===== src/rtl/timer_apb_master.sv =====
`default_nettype none
// ============================================================================
// Module   : timer_apb_master
// Brief    : Valid/ready command port to APB3 master bridge for timer_top.
//            Optional hung-transfer abort when TIMER_APB_MASTER_TIMEOUT_EN is defined.
// Revision : 1.0 - initial release
// ============================================================================
module timer_apb_master #(
    parameter int ADDR_W      = 8,
    parameter int DATA_W      = 8,
    parameter int TIMEOUT_CYC = 16
) (
    input  logic              pclk,
    input  logic              presetn,
    input  logic              cmd_valid,
    output logic              cmd_ready,
    input  logic              cmd_write,
    input  logic [ADDR_W-1:0] cmd_addr,
    input  logic [DATA_W-1:0] cmd_wdata,
    output logic              rsp_valid,
    output logic [DATA_W-1:0] rsp_rdata,
    output logic              rsp_err,
    output logic              busy,
    output logic              psel,
    output logic              penable,
    output logic              pwrite,
    output logic [ADDR_W-1:0] paddr,
    output logic [DATA_W-1:0] pwdata,
    input  logic [DATA_W-1:0] prdata,
    input  logic              pready
);

    localparam logic [1:0] S_IDLE   = 2'd0;
    localparam logic [1:0] S_SETUP  = 2'd1;
    localparam logic [1:0] S_ACCESS = 2'd2;

    if ((TIMEOUT_CYC < 1) || (TIMEOUT_CYC > 255)) begin : g_bad_timeout
        $error("timer_apb_master: TIMEOUT_CYC must be in 1..255");
    end

    logic [1:0]        state_q, state_d;
    logic              cmd_ready_q, cmd_ready_d;
    logic              busy_q, busy_d;
    logic              psel_q, psel_d;
    logic              penable_q, penable_d;
    logic              pwrite_q, pwrite_d;
    logic [ADDR_W-1:0] paddr_q, paddr_d;
    logic [DATA_W-1:0] pwdata_q, pwdata_d;
    logic              rsp_valid_q, rsp_valid_d;
    logic [DATA_W-1:0] rsp_rdata_q, rsp_rdata_d;

    logic accept;
    logic abort;
    logic xfer_end;

    assign accept   = (state_q == S_IDLE) && cmd_valid && cmd_ready_q;
    assign xfer_end = (state_q == S_ACCESS) && (pready || abort);

`ifdef TIMER_APB_MASTER_TIMEOUT_EN
    localparam int                WAIT_W    = $clog2(TIMEOUT_CYC + 1);
    localparam logic [WAIT_W-1:0] LAST_WAIT = WAIT_W'(TIMEOUT_CYC - 1);

    logic [WAIT_W-1:0] wait_q, wait_d;
    logic              rsp_err_q, rsp_err_d;

    // Counter holds the number of ACCESS cycles already spent without pready.
    assign abort = (state_q == S_ACCESS) && !pready && (wait_q == LAST_WAIT);

    always_comb begin
        wait_d    = '0;
        rsp_err_d = rsp_err_q;
        if ((state_q == S_ACCESS) && !pready) begin
            wait_d = wait_q + 1'b1;
        end
        if (xfer_end) begin
            rsp_err_d = abort;
        end
    end

    always_ff @(posedge pclk or negedge presetn) begin
        if (!presetn) begin
            wait_q    <= '0;
            rsp_err_q <= 1'b0;
        end else begin
            wait_q    <= wait_d;
            rsp_err_q <= rsp_err_d;
        end
    end

    assign rsp_err = rsp_err_q;
`else
    assign abort   = 1'b0;
    assign rsp_err = 1'b0;
`endif

    always_ff @(posedge pclk or negedge presetn) begin
        if (!presetn) begin
            state_q <= S_IDLE;
        end else begin
            state_q <= state_d;
        end
    end

    always_comb begin
        state_d = state_q;
        case (state_q)
            S_IDLE:   if (accept) state_d = S_SETUP;
            S_SETUP:  state_d = S_ACCESS;
            S_ACCESS: if (xfer_end) state_d = S_IDLE;
            default:  state_d = S_IDLE;
        endcase
    end

    // Outputs are registered, so each one is derived from the next state.
    always_comb begin
        cmd_ready_d = (state_d == S_IDLE);
        busy_d      = (state_d != S_IDLE);
        psel_d      = (state_d != S_IDLE);
        penable_d   = (state_d == S_ACCESS);
        pwrite_d    = pwrite_q;
        paddr_d     = paddr_q;
        pwdata_d    = pwdata_q;
        rsp_valid_d = xfer_end;
        rsp_rdata_d = rsp_rdata_q;
        if (accept) begin
            pwrite_d = cmd_write;
            paddr_d  = cmd_addr;
            pwdata_d = cmd_wdata;
        end
        if (xfer_end) begin
            rsp_rdata_d = (pready && !pwrite_q) ? prdata : '0;
        end
    end

    always_ff @(posedge pclk or negedge presetn) begin
        if (!presetn) begin
            cmd_ready_q <= 1'b1;
            busy_q      <= 1'b0;
            psel_q      <= 1'b0;
            penable_q   <= 1'b0;
            pwrite_q    <= 1'b0;
            paddr_q     <= '0;
            pwdata_q    <= '0;
            rsp_valid_q <= 1'b0;
            rsp_rdata_q <= '0;
        end else begin
            cmd_ready_q <= cmd_ready_d;
            busy_q      <= busy_d;
            psel_q      <= psel_d;
            penable_q   <= penable_d;
            pwrite_q    <= pwrite_d;
            paddr_q     <= paddr_d;
            pwdata_q    <= pwdata_d;
            rsp_valid_q <= rsp_valid_d;
            rsp_rdata_q <= rsp_rdata_d;
        end
    end

    assign cmd_ready = cmd_ready_q;
    assign busy      = busy_q;
    assign psel      = psel_q;
    assign penable   = penable_q;
    assign pwrite    = pwrite_q;
    assign paddr     = paddr_q;
    assign pwdata    = pwdata_q;
    assign rsp_valid = rsp_valid_q;
    assign rsp_rdata = rsp_rdata_q;

endmodule
`default_nettype wire


===== config.mk =====
export PLATFORM = sky130hd
export DESIGN_NAME = timer_apb_master
export DESIGN_NICKNAME = d
export VERILOG_FILES = /design/src/rtl/timer_apb_master.sv
export SDC_FILE = /design/constraint.sdc
export NUM_CORES = 1
export LEC_CHECK = 0
export BUFFER_PORTS_ARGS = -buffer_cell sky130_fd_sc_hd__clkbuf_2
export CORE_UTILIZATION = 45
export DETAILED_ROUTE_END_ITERATION = 12
export PLACE_DENSITY = 0.83
export SYNTH_ARGS = -nofsm -noshare
export SYNTH_HDL_FRONTEND = slang
export SYNTH_SLANG_ARGS = --single-unit

===== constraint.sdc =====
create_clock -name pclk -period 2.66 [get_ports pclk]
set_input_delay 0.133 -clock pclk [delete_from_list [all_inputs] [get_ports pclk]]
set_output_delay 0.133 -clock pclk [all_outputs]
set_load 0.03 [all_outputs]

==> results.md <==
- Die Y-Extent: between 50 and 60 um
- I/O pin cnt: 60
- CP Capture Type: flop
- Vias in the first global route: 788
- Clock Latency Late Sink: 0.32 ns
- Slew margin rel.: 0.5095
- Sequential-to-total area share from yosys stat: 0.6167
- DRC viols: 0
- Syn Nets: between 100 and 150
- Top-area cell type share of the netlist area: 0.5958
- Ant diodes: 0
- Distinct cells, synth: 17
- Clock Path Buffers: 2
- Post-DP HPWL: 1678 um
- Setup Buffers After CTS: 0
- Worst VDD drop: 0.0008343 V
- Data required time of the worst path: 2.87 ns
- Achievable Freq: between 500 and 600 MHz
- Most frequent cells in the layout: clkbuf_2 (58), dfrtp_1 (30), mux2_2 (16)
- Util after Layout: 0.6287
- Setup TNS: 0 ns
- Crit path DAT: around 2.0 ns
- WL/cell: 13.21 um
- H-tree levels: 2
- CTS buffer count: 5
- Final Slew Violations: 0
- Cells after synthesis: 79
- RePlAce Congestion: about 0.61
- Synthesized area: around 1300 sq um
- Initial Utilization: 0.4907
- GRT Overall Usage: 0.1816
- Cts repair resizes: 0
- Final Hold Fails: 0
- NumNets Final: ~170
- CORE AREA: 2567 sq um
- Cell taking the most area after synthesis: dfrtp_1
- Avg Vias per Cell: 4.728
- Final WS setup: 0.9042 ns
- Fin crit share: 0.6601
- Row Count: 18
- Initial antenna violation count: 0
- Filler Cells Inserted: 211
- Commonest non-fill, non-tap cell in the layout: clkbuf_2
- Crit start category: flop
- DRT iter0 DRCs: 2
- Post-synthesis sequential element count: 31
- Placed Instance Area: around 1500 sq um
- Synth Area per Inst: 15.95 sq um
- Max Cap Viol: 0
- Buffers on Ports: 58
- P_leak: about 0.84 nW
- First-pass GRT wire length: 3519 um
- Status: finished clean
- Clock Root Buffer: clkbuf_4
- DRT antenna net count: 0
- Pre-CTS setup slack: 0.9091 ns
- Drt total wl: 2286 um
- Pre-antenna DRT Iters: 2
- Vias: about 820
- Final Critical Period: 1.756 ns
- Global route overflow: 0
- # setup viols final: 0
- Die ar.: 3016 sq um
- Clk_skew: 0.008913 ns
- Slew @ Worst Pin: 0.7358 ns
- Total Power: roughly 2.2 mW
- Synthesis Warnings: 0
- Clk slew on worst S/H paths: 0.09 ns
- Pwr Density: 1391 nW/um^2
- RSZ-0062 raised after global routing: false
- Area growth syn-to-layout: 28.10%
- CTS Hold Bufs: 1
- Critical Path Fanout Max: 10
- Die W: ~55 um
- Largest net degree at the start of global routing: 32
- Clock Sinks: 31
- CTS tree: yes
- Synth top area cells: dfrtp_1 (60%), mux2_2 (14%), mux2_4 (11%), nor2b_1 (4.0%), dfstp_2 (2.1%)
- HP Class: in2reg
- CP Class: reg2reg
- Final Cell Area: about 1600 sq um
- Layout cells sized above 1: 0.6503
==> registers in the layout (all words and copies together), names as in the netlist <==
name       cells
paddr          8
pwdata         8
rsp_rdata      8
state_q        2
cmd_ready      1
penable        1
psel           1
pwrite         1
rsp_valid      1
==> layer usage <==
| metal | global-route usage | vias to the layer above | part of all wire |
|---|---|---|---|
| met3 | 0.08197 | 4 | 0.062 |
| li1 | - | 392 | - |
| met1 | 0.2139 | 391 | 0.41 |
| met5 | 0 | - | 0 |
| met2 | 0.2671 | 31 | 0.50 |
| met4 | 0.1167 | 0 | 0.025 |
==> cells by family after synthesis <==
| logic type | Yosys count | share of synthesized area |
|---|---|---|
| DFF | 31 | 0.6167 |
| muxes | 25 | 0.2502 |
| and+or+nand+nor | 11 | 0.06455 |
| buffers and inverters | 6 | 0.04368 |
| AOI/OAI and AO/OA | 5 | 0.02184 |
| other | 1 | 0.002976 |
==> cell usage after synthesis <==
master and instances:
inv_1 1, conb_1 1, nor2b_1 8, and4bb_1 1
and3b_2 1, dfstp_2 1, buf_12 1, or3b_2 1
a21oi_1 1, mux2_2 16, mux2_4 9, buf_2 1
buf_4 2, dfrtp_1 30, buf_6 1, o21a_1 1
o21ai_0 3
==> path summary, 6_finish.rpt <==
check / startpoint / end / slack (ns) / cells after the start
max: cmd_ready / paddr[1] / 0.90 / 3
min: cmd_addr[7] / paddr[7] / 0.04 / 2
max reg2reg: cmd_ready / paddr[1] / 0.90 / 3
min reg2reg: paddr[7] / paddr[7] / 0.52 / 1
max in group asynchronous: presetn / paddr[5] / 1.77 / 2
min in group asynchronous: presetn / pwrite / 0.41 / 2
==> metrics by stage <==
stage          instances  hold slack, ns
2_1_floorplan         79         -0.1626
3_3_place_gp         163          0.2043
3_5_place_dp         163          0.2314
4_1_cts              172         0.02147
5_1_grt              173        0.003487
6_report             173         0.03631
==> power breakdown <==
| part | switching [mW] | internal (mW) | total [mW] |
|---|---|---|---|
| combinational | 0.690 | 0.449 | 1.14 |
| sequential | 0.146 | 0.707 | 0.853 |
| clock | 0.150 | 0.103 | 0.253 |
| total | 0.986 | 1.26 | 2.24 |
==> area by class of cell <==
| class | count | area [sq um] | area share |
|---|---|---|---|
| repair buffers | 61 | 317.8 | 0.1969 |
| flip-flops and latches | 31 | 777.0 | 0.4814 |
| clock buffers | 7 | 45.04 | 0.02791 |
| multi-input cells | 42 | 427.9 | 0.2651 |
| clock inverters | 1 | 5.005 | 0.003101 |
| inverters | 1 | 3.754 | 0.002326 |
| well taps | 30 | 37.54 | 0.02326 |
==> worst max-delay path, stage by stage (launching register included) <==
cell and delay, ns:
dfstp_2 0.55, and4bb_1 0.48, buf_4 0.29, mux2_4 0.32
(Power assumes the default switching activity.)
